[config.mk]
export PLATFORM = sky130hd
export DESIGN_NAME = texture_fetch_arbiter
export DESIGN_NICKNAME = d
export VERILOG_FILES = /design/src/rtl/texture_fetch_arbiter.sv
export SDC_FILE = /design/constraint.sdc
export NUM_CORES = 1
export LEC_CHECK = 0
export ABC_AREA = 1
export CORE_MARGIN = 5
export CORE_UTILIZATION = 43
export CTS_CLUSTER_DIAMETER = 120
export DETAILED_ROUTE_END_ITERATION = 12
export PLACE_DENSITY_LB_ADDON = 0.05
export SETUP_SLACK_MARGIN = 0.05
export SYNTH_ARGS = -nofsm -noshare
export SYNTH_HDL_FRONTEND = slang
export SYNTH_SLANG_ARGS = --single-unit
[constraint.sdc]
create_clock -name vga_clk -period 2.5 [get_ports vga_clk]
set_input_delay 0.375 -clock vga_clk [delete_from_list [all_inputs] [get_ports vga_clk]]
set_output_delay 0.375 -clock vga_clk [all_outputs]
set_load 0.03 [all_outputs]
[src/rtl/texture_fetch_arbiter.sv]
// Round-robin arbiter sharing one texture ROM among NUM_REQ texel fetchers.
// Optional macro TEXARB_TRANSPARENT_EN adds the resp_transparent output.
module texture_fetch_arbiter #(
  parameter int NUM_REQ  = 4,
  parameter int ROM_LAT  = 1,
  parameter int TEX_BITS = 2
) (
  input  logic                         vga_clk,
  input  logic                         reset,
  input  logic                         enable,
  input  logic [NUM_REQ-1:0]           req,
  input  logic [4*NUM_REQ-1:0]         u,
  input  logic [4*NUM_REQ-1:0]         v,
  input  logic [TEX_BITS*NUM_REQ-1:0]  tex_id,
  output logic [NUM_REQ-1:0]           gnt,
  output logic [8+TEX_BITS-1:0]        rom_addr,
  input  logic [7:0]                   rom_q,
  output logic [NUM_REQ-1:0]           resp_valid,
  output logic [7:0]                   resp_data,
  output logic                         busy
`ifdef TEXARB_TRANSPARENT_EN
  ,
  output logic                         resp_transparent
`endif
);

  localparam int PTR_W = (NUM_REQ > 1) ? $clog2(NUM_REQ) : 1;

  typedef enum logic [1:0] {IDLE, RUN, DRAIN} state_t;

  state_t                 state, state_next;
  logic [PTR_W-1:0]       ptr;
  logic [ROM_LAT-1:0]     pipe_vld;
  logic [NUM_REQ-1:0]     pipe_id [ROM_LAT];
  logic [NUM_REQ-1:0]     cand;
  logic [NUM_REQ-1:0]     win_onehot;
  logic                   win_found;
  logic [PTR_W-1:0]       win_idx;
  logic [8+TEX_BITS-1:0]  win_addr;
  logic                   pipe_busy;

  assign pipe_busy = |pipe_vld;
  assign busy      = (state != IDLE) | pipe_busy;

  // The requester granted this cycle is masked, so a lone requester gets every other slot.
  always_comb begin
    cand       = req & ~gnt;
    win_found  = 1'b0;
    win_idx    = '0;
    win_onehot = '0;
    win_addr   = '0;
    for (int k = 1; k <= NUM_REQ; k++) begin
      if (!win_found && cand[(int'(ptr) + k) % NUM_REQ]) begin
        win_found = 1'b1;
        win_idx   = PTR_W'((int'(ptr) + k) % NUM_REQ);
      end
    end
    if (state != RUN) begin
      win_found = 1'b0;
    end
    if (win_found) begin
      win_onehot = NUM_REQ'(1) << win_idx;
      win_addr   = {tex_id[TEX_BITS*int'(win_idx) +: TEX_BITS],
                    v[4*int'(win_idx) +: 4],
                    u[4*int'(win_idx) +: 4]};
    end
  end

  always_comb begin
    state_next = state;
    case (state)
      IDLE:    if (enable) state_next = RUN;
      RUN:     if (!enable) state_next = DRAIN;
      DRAIN: begin
        if (enable)          state_next = RUN;
        else if (!pipe_busy) state_next = IDLE;
      end
      default: state_next = IDLE;
    endcase
  end

  always_ff @(posedge vga_clk or posedge reset) begin
    if (reset) begin
      state      <= IDLE;
      ptr        <= PTR_W'(NUM_REQ - 1);
      gnt        <= '0;
      rom_addr   <= '0;
      pipe_vld   <= '0;
      for (int i = 0; i < ROM_LAT; i++) begin
        pipe_id[i] <= '0;
      end
      resp_valid <= '0;
      resp_data  <= '0;
    end else begin
      state <= state_next;
      gnt   <= win_onehot;
      if (win_found) begin
        ptr      <= win_idx;
        rom_addr <= win_addr;
      end
      // Last stage lines up with rom_q being valid for that grant's address.
      pipe_vld[0] <= win_found;
      pipe_id[0]  <= win_onehot;
      for (int i = 1; i < ROM_LAT; i++) begin
        pipe_vld[i] <= pipe_vld[i-1];
        pipe_id[i]  <= pipe_id[i-1];
      end
      resp_valid <= pipe_vld[ROM_LAT-1] ? pipe_id[ROM_LAT-1] : '0;
      if (pipe_vld[ROM_LAT-1]) begin
        resp_data <= rom_q;
      end
    end
  end

`ifdef TEXARB_TRANSPARENT_EN
  always_ff @(posedge vga_clk or posedge reset) begin
    if (reset) begin
      resp_transparent <= 1'b0;
    end else begin
      resp_transparent <= pipe_vld[ROM_LAT-1] && (rom_q == 8'h00);
    end
  end
`endif

endmodule

==> results summary <==
The run finished with clean final reports. In the synthesized netlist the async set-or-reset flop fraction comes to 100%. The synthesized design contains 31 register bits. The fill cell total of the finished layout is about 400. Setup repair after global routing left no endpoint under its margin.

The number of hold violations in the final report came out at 0. Hold repair after CTS inserted 0 buffers. The total wire length after detailed routing is 4.72 mm. For this run, the detailed router's first-pass iteration total came to 4. After synthesis the cells add up to 1920 µm². The buffer and inverter count on the worst path came out at 2. The buffer depth of the longest clock path came out at 2. The multi-input logic area came out at roughly 910 µm². After synthesis, the cell types taking the most area are dfrtp_1, nand2_1, inv_1, nand3_1, nand4_1. The worst path needs 2.19 ns of the cycle, external delays included. The total negative setup slack came out at 0 ns. The number of gates resized after CTS was 0. The simple-gate area share of the yosys netlist is 42.8%. The cell type with the highest occurrence count on the critical path is nand2_1.

The placed wire-length estimate is about 3.5 mm. The synthesized design contains 0 enable-type register cells. During placement, the flow inserted port buffers numbering between 80 and 90. The post-synthesis compound-gate area fraction is ~4.6%. After technology mapping, the gate count stands at 269. The count of final max-slew check failures is 0.

Pin placement for this block handled 82 I/O pins. The XOR/XNOR share of the synthesized area is 0%. The total of endpoints with negative setup slack in the final report came out at 0. The clock net sink count came out at 31.

The core area came out at between 4000 and 5000 µm². The overflow left after global routing is 0. Timing analysis after detailed placement gives a worst setup slack of roughly 0.14 ns. The number of distinct standard cells referenced by the synthesized netlist is 28.

Derived from the worst setup path, the maximum achievable clock frequency is 457 MHz. The critical path's largest stage delay came out at about 0.66 ns. The worst setup path is captured at a flip-flop.

Across the VDD grid, the largest voltage drop is approximately 0.61 mV. The vias after detailed routing came out at ~1900. After synthesis, flip-flops and latches occupy around two fifths of the total area. In the final layout, the share of cells above drive strength 1 is 10.7%. The maximum clock skew at final layout came out at 0.0127 ns. The total of max-cap violations is 0. The signal on the critical path passes through nand3_1, nand2_1, nand2_1, nand2_1, nand2_2, nand3_2, nand3_4, nand2_1, inv_1, nand2_1, nand2_1, inv_1, nand3_1. The category of the worst setup path launch point is a flip-flop.

Across the whole layout, storage elements account for 778 µm². The total die area came out at around 5900 µm². In this run the tightest slew margin relative to its limit is ~74%.

The slowest stage of the critical path is the dfstp_2 cell. TritonCTS built the clock tree. The largest driver fanout on the critical path came out at 25. The setup slack of the most critical reg-to-reg path is slightly above 0.3 ns. The synthesized netlist net count came out at ~320. The total number of placement rows is 24. In this run the power density over the cells is about 1300 nW/µm². CTS built an H-tree with a depth of 2. Yosys printed 0 warnings. The wire length of the first global-routing pass came out at slightly below 8 mm. For this run, the share of the core covered by cells in the final layout is about two thirds. dfrtp_1 takes more of the synthesized area than any other cell. The fraction of synthesized area in multiplexers is 0%.

The count of nets left with antenna violations once routing finished came out at 0. 0 antenna diodes ended up in the layout. In this run the horizontal extent of the chip is roughly 77 µm. In this run the static leakage power is 0.00149 µW. The effective utilization at floorplan is between 40% and 50%. STA puts the critical path data required time at around 2.7 ns. The final net count came out at 409. The detailed router's first-iteration violation count came out at 80. The number of vias per cell is approximately 4.7. On the final layout, the worst hold slack is around 0.47 ns. The tightest min-delay check is of the reg -> reg type.

The largest net degree at the start of global routing is 32. The initial antenna violation count came out at 0. The clock-pin slew of the registers on the worst-case setup and hold paths is 0.06 ns. The congestion estimate from routability-driven global placement came to about 0.86. The final worst setup slack is 0.310 ns. The vertical extent of the die came out at 76.8 µm.

The post-CTS setup buffer count came out at 0. The share of Yosys cell area claimed by the top area cell type came out at between 30% and 40%. The post-detailed-route wirelength per cell is roughly 12 µm. Data on the critical path arrives at its endpoint at approximately 2.4 ns. Counting the buffers created by CTS gives 5.

Grouping stages by cell kind, the critical path spends the most delay in simple AND/OR/NAND/NOR gates. The DRC violation count after routing came out at 0. The prevailing post-synth register cell is dfrtp_1.

The insertion delay to the later sink of the worst-skew pair is approximately 0.29 ns. The final critical path takes up just under 90% of the cycle. The critical path is of the reg -> reg type. The via count of the first global-routing pass came out at around 1800. The largest family of logic cells by synthesized area is simple AND/OR/NAND/NOR gates. Each instance of the synthesized netlist takes up on average 7.14 µm². The root buffer cell chosen for the clock tree is clkbuf_8. The aggregate global-route resource usage is between 15 and 20%. Summing the areas of all fa, ha and maj instances in the mapped netlist gives 0% of the synthesized area. For the pin with the worst max-slew slack, the measured transition is 0.396 ns.

The signed area change from the synthesized netlist to the final layout is 50.6%.
[layout make-up]
cell class	count	area share [%]
Clock buffer	6	2.86
Clock inverter	2	1.21
Inverter	43	5.67
Multi-Input combinational cell	186	31.5
Sequential cell	31	26.9
Tap cell	52	2.25
Timing Repair Buffer	87	29.6
[layer usage]
| layer | vias to the layer above | wire (µm) | track usage (%) |
|---|---|---|---|
| li1 | 1009 | - | - |
| met3 | 4 | 459 | 6.21 |
| met2 | 64 | 2070 | 26.0 |
| met5 | - | 0 | 0 |
| met1 | 840 | 2130 | 19.4 |
| met4 | 0 | 61 | 5.59 |
[tightest hold or removal path, cell delays in order, from the launching register on]
cell     delay, ns
dfrtp_1       0.34
nand2_1       0.05
nand2_1       0.05
[cell usage after synthesis, types with 2 or more instances]
master and count:
a21oi_1 5, buf_2 3, buf_4 2, buf_6 3
dfrtp_1 29, dfstp_2 2, inv_1 39, inv_2 2
nand2_1 110, nand2_2 6, nand2_4 2, nand3_1 23
nand3_2 6, nand3_4 2, nand4_1 11, nor2_1 8
o211ai_1 5
[final timing paths]
| check | from | endpoint | cells past startpoint |
|---|---|---|---|
| worst max-delay path | ptr[0] | rom_addr[4] | 13 |
| worst min-delay path | resp_data[4] | resp_data[4] | 2 |
| worst max register to register | ptr[0] | rom_addr[4] | 13 |
| worst min register to register | resp_data[4] | resp_data[4] | 2 |
| max in group asynchronous | reset | ptr[0] | 3 |
| min in group asynchronous | reset | resp_data[6] | 3 |
[cells in the final DEF (no fill, tap or decap)]
| master | Yosys | layout |
|---|---|---|
| nand2_4 | 2 | 2 |
| inv_2 | 2 | 2 |
| clkdlybuf4s50_1 | 0 | 81 |
| inv_4 | 1 | 1 |
| nor2_1 | 8 | 8 |
| a21boi_0 | 1 | 1 |
| nor2_2 | 1 | 1 |
| a21oi_1 | 5 | 5 |
| clkbuf_8 | 0 | 6 |
| nand2_1 | 110 | 110 |
| o21ai_0 | 1 | 1 |
| nand2_2 | 6 | 6 |
| clkinv_2 | 0 | 1 |
| o21ai_1 | 1 | 1 |
| nand4_2 | 1 | 1 |
| nor3_4 | 1 | 1 |
| nand3_2 | 6 | 6 |
| nor3_1 | 1 | 1 |
| inv_1 | 39 | 39 |
| clkinv_1 | 1 | 1 |
| dfstp_2 | 2 | 2 |
| nand4_1 | 11 | 11 |
| nand3_4 | 2 | 2 |
| bufinv_16 | 0 | 1 |
| nand3_1 | 23 | 23 |
| o211ai_1 | 5 | 5 |
| buf_4 | 2 | 6 |
| a211oi_1 | 1 | 1 |
| dfrtp_1 | 29 | 29 |
[flip-flops by register name, indices dropped and copies added, names as in the netlist]
name and count:
resp_data 8, pipe_busy 1, state 2, ptr 2
rom_addr 10, pipe_id 4, resp_valid 4
[metrics by stage]
stage | total power [µW] | cells | area, µm²
after detailed placement | 3340 | 399 | 2770
after CTS | 3860 | 407 | 2890
after floorplan | 2690 | 269 | 1920
after global placement | 3300 | 399 | 2770
after global routing | 4170 | 407 | 2890
final | 3830 | 407 | 2890
[report_power, final]
group          switching, µW  leakage [µW]  total, µW  internal (µW)
registers                132      0.000390        833            701
clock network            188     0.0000612        510            322
logic                   1580       0.00104       2490            913
total                   1900       0.00149       3830           1940
[logic make-up after synthesis]
group	Yosys count
compound gates	14
buf+inv	52
flops	31
simple gates	172
Power figures use the tool's default switching activity.
